## src/rtl/nios_hps_system_i2c_target.sv

```systemverilog
// ============================================================================
// nios_hps_system_i2c_target
//   I2C target with a 4 x 8-bit register file, reachable over I2C (pointer
//   byte) and over an Avalon-MM slave.
// Revision: 1.0
// ============================================================================
`default_nettype none

module nios_hps_system_i2c_target #(
    parameter logic [6:0] I2C_ADDR = 7'h42
) (
    input  logic        clk,
    input  logic        reset_n,
    input  logic        scl_in,
    input  logic        sda_in,
    output logic        sda_oe,
    input  logic [1:0]  address,
    input  logic        chipselect,
    input  logic        write_n,
    input  logic [31:0] writedata,
    output logic [31:0] readdata,
    output logic        irq
);

    typedef enum logic [3:0] {
        ST_IDLE     = 4'd0,
        ST_ADDR     = 4'd1,
        ST_ADDR_ACK = 4'd2,
        ST_PTR      = 4'd3,
        ST_PTR_ACK  = 4'd4,
        ST_WDATA    = 4'd5,
        ST_WACK     = 4'd6,
        ST_RDATA    = 4'd7,
        ST_RACK     = 4'd8,
        ST_WAIT     = 4'd9
    } state_t;

    // [0]/[1] synchroniser stages, [2] previous synchronised value for edge detect
    logic [2:0]  r_scl_sh;
    logic [2:0]  r_sda_sh;
    logic        w_scl;
    logic        w_sda;
    logic        w_scl_rise;
    logic        w_scl_fall;
    logic        w_start;
    logic        w_stop;

    state_t      r_state;
    state_t      w_state_nx;
    logic [7:0]  r_shift;
    logic [7:0]  w_shift_nx;
    logic [3:0]  r_bitcnt;
    logic [3:0]  w_bitcnt_nx;
    logic [1:0]  r_ptr;
    logic [1:0]  w_ptr_nx;
    logic        r_sda_oe;
    logic        w_sda_oe_nx;
    logic        w_i2c_we;
    logic [7:0]  w_byte;

    logic [7:0]  r_regs [4];
    logic [31:0] r_readdata;
    logic        r_irq;
    logic        w_av_we;
    logic        w_unused_wdata;

    assign w_scl      = r_scl_sh[1];
    assign w_sda      = r_sda_sh[1];
    assign w_scl_rise = r_scl_sh[1] & ~r_scl_sh[2];
    assign w_scl_fall = ~r_scl_sh[1] & r_scl_sh[2];
    assign w_start    = w_scl & r_scl_sh[2] & r_sda_sh[2] & ~w_sda;
    assign w_stop     = w_scl & r_scl_sh[2] & ~r_sda_sh[2] & w_sda;
    assign w_byte     = {r_shift[6:0], w_sda};

    assign w_av_we        = chipselect & ~write_n;
    assign w_unused_wdata = ^writedata[31:8];

    assign sda_oe   = r_sda_oe;
    assign readdata = r_readdata;
    assign irq      = r_irq;

    always_ff @(posedge clk or negedge reset_n) begin
        if (!reset_n) begin
            r_scl_sh <= 3'b111;
            r_sda_sh <= 3'b111;
            r_state  <= ST_IDLE;
            r_shift  <= 8'h00;
            r_bitcnt <= 4'd0;
            r_ptr    <= 2'd0;
            r_sda_oe <= 1'b0;
        end else begin
            r_scl_sh <= {r_scl_sh[1:0], scl_in};
            r_sda_sh <= {r_sda_sh[1:0], sda_in};
            r_state  <= w_state_nx;
            r_shift  <= w_shift_nx;
            r_bitcnt <= w_bitcnt_nx;
            r_ptr    <= w_ptr_nx;
            r_sda_oe <= w_sda_oe_nx;
        end
    end

    // ACK states are entered on the 8th SCL rise; r_sda_oe doubles as the
    // phase flag: first fall starts driving ACK, second fall ends the slot.
    always_comb begin
        w_state_nx  = r_state;
        w_shift_nx  = r_shift;
        w_bitcnt_nx = r_bitcnt;
        w_ptr_nx    = r_ptr;
        w_sda_oe_nx = r_sda_oe;
        w_i2c_we    = 1'b0;

        if (w_stop) begin
            w_state_nx  = ST_IDLE;
            w_sda_oe_nx = 1'b0;
        end else if (w_start) begin
            w_state_nx  = ST_ADDR;
            w_bitcnt_nx = 4'd0;
            w_sda_oe_nx = 1'b0;
        end else begin
            case (r_state)
                ST_ADDR, ST_PTR, ST_WDATA: begin
                    if (w_scl_rise) begin
                        w_shift_nx  = w_byte;
                        w_bitcnt_nx = r_bitcnt + 4'd1;
                        if (r_bitcnt == 4'd7) begin
                            w_bitcnt_nx = 4'd0;
                            if (r_state == ST_ADDR) begin
                                w_state_nx = (w_byte[7:1] == I2C_ADDR) ? ST_ADDR_ACK : ST_WAIT;
                            end else if (r_state == ST_PTR) begin
                                w_ptr_nx   = w_byte[1:0];
                                w_state_nx = ST_PTR_ACK;
                            end else begin
                                w_i2c_we   = 1'b1;
                                w_ptr_nx   = r_ptr + 2'd1;
                                w_state_nx = ST_WACK;
                            end
                        end
                    end
                end
                ST_ADDR_ACK, ST_PTR_ACK, ST_WACK: begin
                    if (w_scl_fall) begin
                        if (!r_sda_oe) begin
                            w_sda_oe_nx = 1'b1;
                        end else if (r_state == ST_ADDR_ACK && r_shift[0]) begin
                            w_shift_nx  = r_regs[r_ptr];
                            w_sda_oe_nx = ~r_regs[r_ptr][7];
                            w_ptr_nx    = r_ptr + 2'd1;
                            w_bitcnt_nx = 4'd0;
                            w_state_nx  = ST_RDATA;
                        end else begin
                            w_sda_oe_nx = 1'b0;
                            w_bitcnt_nx = 4'd0;
                            w_state_nx  = (r_state == ST_ADDR_ACK) ? ST_PTR : ST_WDATA;
                        end
                    end
                end
                ST_RDATA: begin
                    if (w_scl_rise) begin
                        w_bitcnt_nx = r_bitcnt + 4'd1;
                    end else if (w_scl_fall) begin
                        if (r_bitcnt == 4'd8) begin
                            w_sda_oe_nx = 1'b0;
                            w_bitcnt_nx = 4'd0;
                            w_state_nx  = ST_RACK;
                        end else begin
                            w_sda_oe_nx = ~r_shift[6];
                            w_shift_nx  = {r_shift[6:0], 1'b0};
                        end
                    end
                end
                ST_RACK: begin
                    if (w_scl_rise) begin
                        if (w_sda) begin
                            w_state_nx = ST_WAIT;
                        end
                    end else if (w_scl_fall) begin
                        w_shift_nx  = r_regs[r_ptr];
                        w_sda_oe_nx = ~r_regs[r_ptr][7];
                        w_ptr_nx    = r_ptr + 2'd1;
                        w_bitcnt_nx = 4'd0;
                        w_state_nx  = ST_RDATA;
                    end
                end
                ST_IDLE, ST_WAIT: begin
                    w_sda_oe_nx = 1'b0;
                end
                default: begin
                    w_state_nx  = ST_IDLE;
                    w_sda_oe_nx = 1'b0;
                end
            endcase
        end
    end

    // I2C write is applied after the Avalon write so it wins a same-clk collision
    always_ff @(posedge clk or negedge reset_n) begin
        if (!reset_n) begin
            for (int i = 0; i < 4; i++) begin
                r_regs[i] <= 8'h00;
            end
            r_readdata <= 32'h0;
            r_irq      <= 1'b0;
        end else begin
            if (w_av_we) begin
                r_regs[address] <= writedata[7:0];
            end
            if (w_i2c_we) begin
                r_regs[r_ptr] <= w_byte;
            end
            r_readdata <= {24'h0, r_regs[address]};
            if (w_i2c_we) begin
                r_irq <= 1'b1;
            end else if (w_av_we) begin
                r_irq <= 1'b0;
            end
        end
    end

endmodule

`default_nettype wire
```

## config.mk

```make
export PLATFORM = sky130hd
export DESIGN_NAME = nios_hps_system_i2c_target
export DESIGN_NICKNAME = d
export VERILOG_FILES = /design/src/rtl/nios_hps_system_i2c_target.sv
export SDC_FILE = /design/constraint.sdc
export NUM_CORES = 1
export LEC_CHECK = 0
export BUFFER_PORTS_ARGS = -buffer_cell sky130_fd_sc_hd__buf_2
export CAP_MARGIN = 20
export CORE_MARGIN = 2
export CORE_UTILIZATION = 45
export CTS_BUF_LIST = sky130_fd_sc_hd__clkbuf_2 sky130_fd_sc_hd__clkbuf_4 sky130_fd_sc_hd__clkbuf_8
export DETAILED_ROUTE_END_ITERATION = 6
export PLACE_DENSITY = 0.67
export SYNTH_ARGS = -nofsm -noshare
export SYNTH_HDL_FRONTEND = slang
export SYNTH_SLANG_ARGS = --single-unit
```

## constraint.sdc

```tcl
create_clock -name clk -period 2.3 [get_ports clk]
set_input_delay 0.575 -clock clk [delete_from_list [all_inputs] [get_ports clk]]
set_output_delay 0.575 -clock clk [all_outputs]
set_load 0.03 [all_outputs]
```

==> results of run 1 <==
==> power by group through the flow <==
stage               combinational (mW)  clock (mW)  sequential, mW
finish                            1.25        1.01            1.69
global route                      1.37        1.09            1.73
global placement                  1.23           0            1.69
floorplan                        0.927           0            1.71
CTS                               1.25        1.03            1.68
detailed placement                1.24           0            1.71
==> kinds of logic after synthesis <==
| logic type | count (synthesis) | share of synthesized area [%] |
|---|---|---|
| fa+ha+maj | 10 | 3.00 |
| compound gates | 81 | 13.9 |
| mux | 64 | 21.0 |
| other cells | 1 | 0.0917 |
| buf+inv | 55 | 7.96 |
| simple gates | 109 | 13.7 |
| xor+xnor | 2 | 0.428 |
| flops | 65 | 40.0 |
==> registers in the layout, indices dropped and copies added (netlist names) <==
signal,count
r_regs,32
readdata,8
r_shift,7
r_bitcnt,4
r_state,4
r_scl_sh,3
r_sda_sh,3
r_ptr,2
irq,1
sda_oe,1
==> layout make-up <==
class | instances | area [um2]
sequential | 65 | 1630
clock inverter | 7 | 75.1
multi-input combinational | 290 | 2220
inverter | 11 | 41.3
timing repair buffer | 54 | 368
fill | 758 | 4170
clock buffer | 9 | 124
tap | 108 | 135
==> layer usage <==
metal  part of all wire, %  vias up  wire length [um]
met3                   6.3       11               592
met5                     0        -                 0
li1                      -     1444                 -
met4                   1.6        0               148
met2                    44      129              4160
met1                    48     1505              4460
==> placed cells by master (no fill, tap or decap), types with 5 or more instances in the layout <==
cell type  count
buf_2         25
mux2_1         5
nor2_1        50
a21oi_1       34
dfstp_2        6
inv_1         10
nand3_1        9
mux2i_1       34
mux4_2        16
o21ai_0        8
ha_1           8
buf_4         27
nand2_1       15
mux2_2         9
clkbuf_8       9
conb_1        24
dfrtp_1       59
nand2_2        5
==> timing repair <==
item / 4_1_cts / 5_1_grt
buffers inserted: 0 / 0
hold endpoints to repair: 0 / 0
gates resized for setup: 0 / 1
endpoints found under the setup margin: 0 / 1
hold buffers: 0 / 0
==> worst max-delay path: stages (launching register included) <==
cell and delay [ns]:
dfstp_2 0.55, inv_1 0.05, ha_2 0.20, buf_4 0.17, o21bai_1 0.14, a32oi_1 0.11, o21a_1 0.23, nor2_4 0.23
mux2_2 0.37
==> synth_stat cells, drive strengths merged (2+ instances only) <==
| library cell | instances | area (um2) |
|---|---|---|
| mux2 | 14 | 158 |
| dfrtp | 59 | 1480 |
| nand3 | 9 | 45.0 |
| nor3b | 3 | 22.5 |
| inv | 11 | 41.3 |
| o2bb2ai | 2 | 17.5 |
| mux2i | 34 | 340 |
| ha | 9 | 113 |
| o31ai | 2 | 20.0 |
| a32oi | 4 | 42.6 |
| a31oi | 2 | 12.5 |
| or2 | 4 | 25.0 |
| nand2 | 20 | 87.6 |
| o211ai | 2 | 15.0 |
| clkbuf | 5 | 18.8 |
| nor2 | 51 | 199 |
| mux4 | 16 | 360 |
| nor4 | 2 | 27.5 |
| xor2 | 2 | 17.5 |
| a21oi | 37 | 204 |
| nand3b | 4 | 30.0 |
| o21ai | 9 | 45.0 |
| buf | 39 | 265 |
| o2111ai | 2 | 23.8 |
| nor2b | 2 | 12.5 |
| dfstp | 6 | 158 |
| a211o | 2 | 17.5 |
| a32o | 3 | 30.0 |
| nor3 | 5 | 30.0 |
| a21o | 2 | 16.3 |
| o221ai | 2 | 17.5 |
==> how the worst max path moves through the flow <==
stage	from	endpoint	slack, ns	cells past startpoint
global placement	r_scl_sh[2]	r_shift[5]	0.15	8
finish	r_scl_sh[2]	r_shift[5]	0.15	8
detailed placement	r_scl_sh[2]	r_shift[5]	0.16	8
floorplan	r_scl_sh[1]	r_state[0]	0.26	7
CTS	r_scl_sh[2]	r_shift[5]	0.13	8
global route	r_scl_sh[2]	r_shift[5]	0.04	8
==> metrics by stage <==
| step | setup WS (ns) | utilization [%] |
|---|---|---|
| 2_1_floorplan | 0.256 | - |
| 3_3_place_gp | 0.153 | 50.1 |
| 3_5_place_dp | 0.156 | 50.1 |
| 4_1_cts | 0.126 | 52.4 |
| 5_1_grt | 0.0413 | 52.4 |
| 6_report | 0.154 | 52.4 |
==> run metrics, run 1 <==
status complete, no violations; Detailed Place HPWL 6510 um; Synth Flop Type dfrtp_1; Design Power between 3 and 4 mW; asr flop ratio synth 100%; die height 99.3 um; Sw Pwr 1.45 mW; min cycle time layout 2.15 ns; Clock Root Buffer clkbuf_8; Fin Setup TNS 0 ns; DR vias/cell between 5 and 6; GP Congestion 0.934; routed length per instance 17.2 um; crit path DAT 2.39 ns; EDFF count, synth 0; GRT overflow 0; share of layout cells above drive strength 1 27.8%; RSZ-0062 raised after global routing no; fmax 0.466 GHz; Synth Cell Area 0.00409 mm2; Via Count 3089; cell count after synthesis 387; # clock sinks between 60 and 70; # nets final 480; pwr dens 861 mW/mm2; 1st-iter DRT viols 243; area grow syn2layout 12.4%; WHS 0.143 ns; skew final 0.0119 ns; cts bufs inserted 9; Final Hold Vio Count 0; drt pass-1 iters 5; Ys Warns 0; DRC viols 0; Non-Filler Instances 544; dpl cells 528; die area 0.00987 mm2; initial core utilization 46.7%; largest net degree at the start of global routing 36; top fanout value on the critical path 7; Reg-to-Reg Start r_scl_sh[2]; CTS Buffer Depth 2; final instance area approximately 0.0046 mm2; clk slew on worst S/H paths 0.09 ns; Startpoint Class register; total track usage 20.5%; Area after DPL 0.00439 mm2; Max Cap Viol 0; type of destination of the critical path register; WP data required 2.54 ns; Die W 99.3 um; row cnt 34; Antenna diodes 0; H-Tree Depth 3; CTS tree built; Unique masters post-synth 72; first-pass GRT wire length ~16000 um; Pleak 1.97 nW; final period utilization between 90% and 100%; Yosys reg bits between 60 and 70; Crit Path Category reg -> reg; final slew viol count 0; final setup vio count 0; Hold WC Path Type in -> async; worst reg-to-reg setup slack 0.15 ns; Reg-to-Reg End r_shift[5]; Combinational Power Share between 30% and 40%; Clk pwr share 25.5%; cell-internal power 2.51 mW; sequential power share 42.8%; Avg Cell Area, Syn 10.6 um2; Slew headroom between 60% and 70%; # port buffers 25; met1 GRT Util 31.0%; register area share after synthesis 40.0%; Routed Antenna Nets 0; cells on worst reg2reg path 8; met3 usage 3.65%; vias in the first global route 3055; VDD IR max 0.000431 V; total core area between 0.008 and 0.009 mm2; met2 Usage GRT 29.3%; IO Count 74; final wirelength 9360 um; initial antenna violation count 0; Switching Share 36.6%; busiest grt layer met1; Clk Latency, worst-skew pair around 0.35 ns; worst slew pin tran 0.510 ns
No activity file was read; power rests on OpenSTA's default activity.
==> run 2: changes to the inputs <==
--- a/config.mk
+++ b/config.mk
@@ -5,7 +5,7 @@
 export SDC_FILE = /design/constraint.sdc
 export NUM_CORES = 1
 export LEC_CHECK = 0
-export BUFFER_PORTS_ARGS = -buffer_cell sky130_fd_sc_hd__buf_2
+export BUFFER_PORTS_ARGS = -buffer_cell sky130_fd_sc_hd__buf_4
 export CAP_MARGIN = 20
 export CORE_MARGIN = 2
 export CORE_UTILIZATION = 45
==> constraint.sdc (replaced) <==
create_clock -name clk -period 2.3 [get_ports clk]
set_input_delay 0.575 -clock clk [delete_from_list [all_inputs] [get_ports clk]]
set_output_delay 0.575 -clock clk [all_outputs]
set_load 0.1 [all_outputs]
==> run 2 against run 1 <==
Combinational power up 31%. Count of clock-buffer cells in the layout is 2 higher. Critical path depth is 3 lower. Flip-flop and latch count unchanged. Via count down 0.91%. Non-clock buffer count shrank 1. Register-to-register slack improved by 0.02 ns. Total power is 11% higher. Die area unchanged. Maximum frequency is 0.88% higher. Final area rose by 1.5%. Routed wire length is 1.4% lower. Largest cell class unchanged. Largest power group unchanged.
==> run metrics, run 2 (same netlist as run 1, synthesis figures left out) <==
Slew headroom 64.3%; drt pass-1 iters 4; RSZ-0062 raised after global routing no; Hold WC Path Type in -> async; final setup vio count 0; Top reg by flops r_regs; GP Congestion just under 0.9; largest net degree at the start of global routing 34; CP top delay family simple AND/OR/NAND/NOR gates; # port buffers 25; max reg flops 32; # nets final roughly 480; Clock Root Buffer clkbuf_8; GRT overflow 0; crit path DAT 2.36 ns; Reg-to-Reg End r_shift[4]; final slew viol count 0; first-pass GRT wire length 15800 um; 1st-iter DRT viols about 190; crit path capture r_shift[4]; Routed Antenna Nets 0; Startpoint Class register; share of layout cells above drive strength 1 between 20% and 30%; Worst Path Buf+Inv 0; Final Hold Vio Count 0; Die W 99.3 um; total track usage 20.4%; total core area 0.00876 mm2; cells on worst reg2reg path 5; DRC viols 0; # fillers roughly 780; status complete, no violations; min cycle time layout roughly 2.1 ns; worst reg-to-reg setup slack ~0.17 ns; busiest grt layer met2; worst slew pin tran about 0.54 ns; # clock sinks 65; Worst setup startpoint r_state[1]; fmax 0.470 GHz; met1 GRT Util 29.9%; DR vias/cell 5.64; met3 usage around 4%; routed length per instance 17.0 um; Antenna diodes 0; pwr dens 940 mW/mm2; CTS Buffer Depth 2; row cnt 34; Clk Latency, worst-skew pair 0.34 ns; final period utilization 92.5%; WHS about 0.18 ns; CTS Hold Bufs 0; IO Count 74; Detailed Place HPWL between 6000 and 7000 um; final wirelength 9230 um; most frequent cells in the layout dfrtp_1 (58), buf_4 (51), nor2_1 (50); WP data required 2.54 ns; clk slew on worst S/H paths ~0.08 ns; Design Power roughly 4.4 mW; H-Tree Depth 3; cts bufs inserted 9; die area just under 0.01 mm2; initial core utilization 46.7%; number of stages on the worst setup path 5; CP max stage cell dfrtp_1; Fin Setup TNS 0 ns; die height 99.3 um; Crit Path Category reg -> reg; initial antenna violation count 0; type of destination of the critical path register; skew final 0.00756 ns; area grow syn2layout 14.1%; slowest stage delay, CP 0.46 ns; cells along the critical path or2_0, a32oi_2, o2111ai_2, nor2_4, mux2_2; Pleak 2.00 nW; Via Count 3061; most common cell after layout, fill and taps aside dfrtp_1; met2 Usage GRT 30.6%; VDD IR max 0.000489 V; CTS tree built; Max Cap Viol 0; vias in the first global route roughly 3100; top fanout value on the critical path 7; Reg-to-Reg Start r_state[1]
==> run 2: power breakdown <==
group | switching (mW) | total [mW] | internal [mW]
sequential | 0.288 | 1.71 | 1.42
clock | 0.468 | 1.04 | 0.567
combinational | 1.03 | 1.64 | 0.612
==> run 2: how the worst min path moves through the flow <==
| stage | to | slack [ns] | depth (start not counted) |
|---|---|---|---|
| 2_1_floorplan | irq | 0.28 | 0 |
| 6_report | r_bitcnt[2] | 0.18 | 1 |
| 3_5_place_dp | r_scl_sh[1] | 0.35 | 0 |
| 4_1_cts | r_bitcnt[2] | 0.18 | 1 |
| 5_1_grt | r_bitcnt[2] | 0.20 | 1 |
| 3_3_place_gp | r_sda_sh[1] | 0.35 | 0 |
==> run 2: final cells by class <==
| class | count | area [um2] | area share [%] |
|---|---|---|---|
| Timing Repair Buffer | 53 | 423 | 9.06 |
| Sequential cell | 65 | 1640 | 35.0 |
| Multi-Input combinational cell | 290 | 2220 | 47.5 |
| Tap cell | 108 | 135 | 2.90 |
| Clock buffer | 11 | 151 | 3.24 |
| Clock inverter | 5 | 61.3 | 1.31 |
| Inverter | 11 | 41.3 | 0.885 |
==> run 2: what timing repair did <==
item,4_1_cts,5_1_grt
setup endpoints to repair,0,8
gates resized for setup,0,2
setup buffers,0,0
==> run 2: layer usage <==
| metal | vias to the layer above | share of wire [%] |
|---|---|---|
| met1 | 1488 | 47 |
| met4 | 0 | 1.6 |
| met2 | 116 | 45 |
| met3 | 11 | 6.7 |
| li1 | 1446 | - |
| met5 | - | 0 |
==> run 2: worst register-to-register path, cell delays in order (launching register included) <==
cell and delay [ns]:
dfrtp_1 0.46, or2_0 0.43, a32oi_2 0.32, o2111ai_2 0.18
nor2_4 0.26, mux2_2 0.37
==> run 2: through the flow <==
stage / utilization (%) / std cells / cell area [um2] / setup slack, ns
final: 53.2 / 543 / 4670 / 0.173
after global routing: 53.2 / 543 / 4670 / 0.0201
after CTS: 53.2 / 543 / 4660 / 0.0655
after detailed placement: 50.8 / 527 / 4450 / 0.0793
after global placement: 50.8 / 527 / 4450 / 0.106
after floorplan: - / 410 / 4180 / 0.159
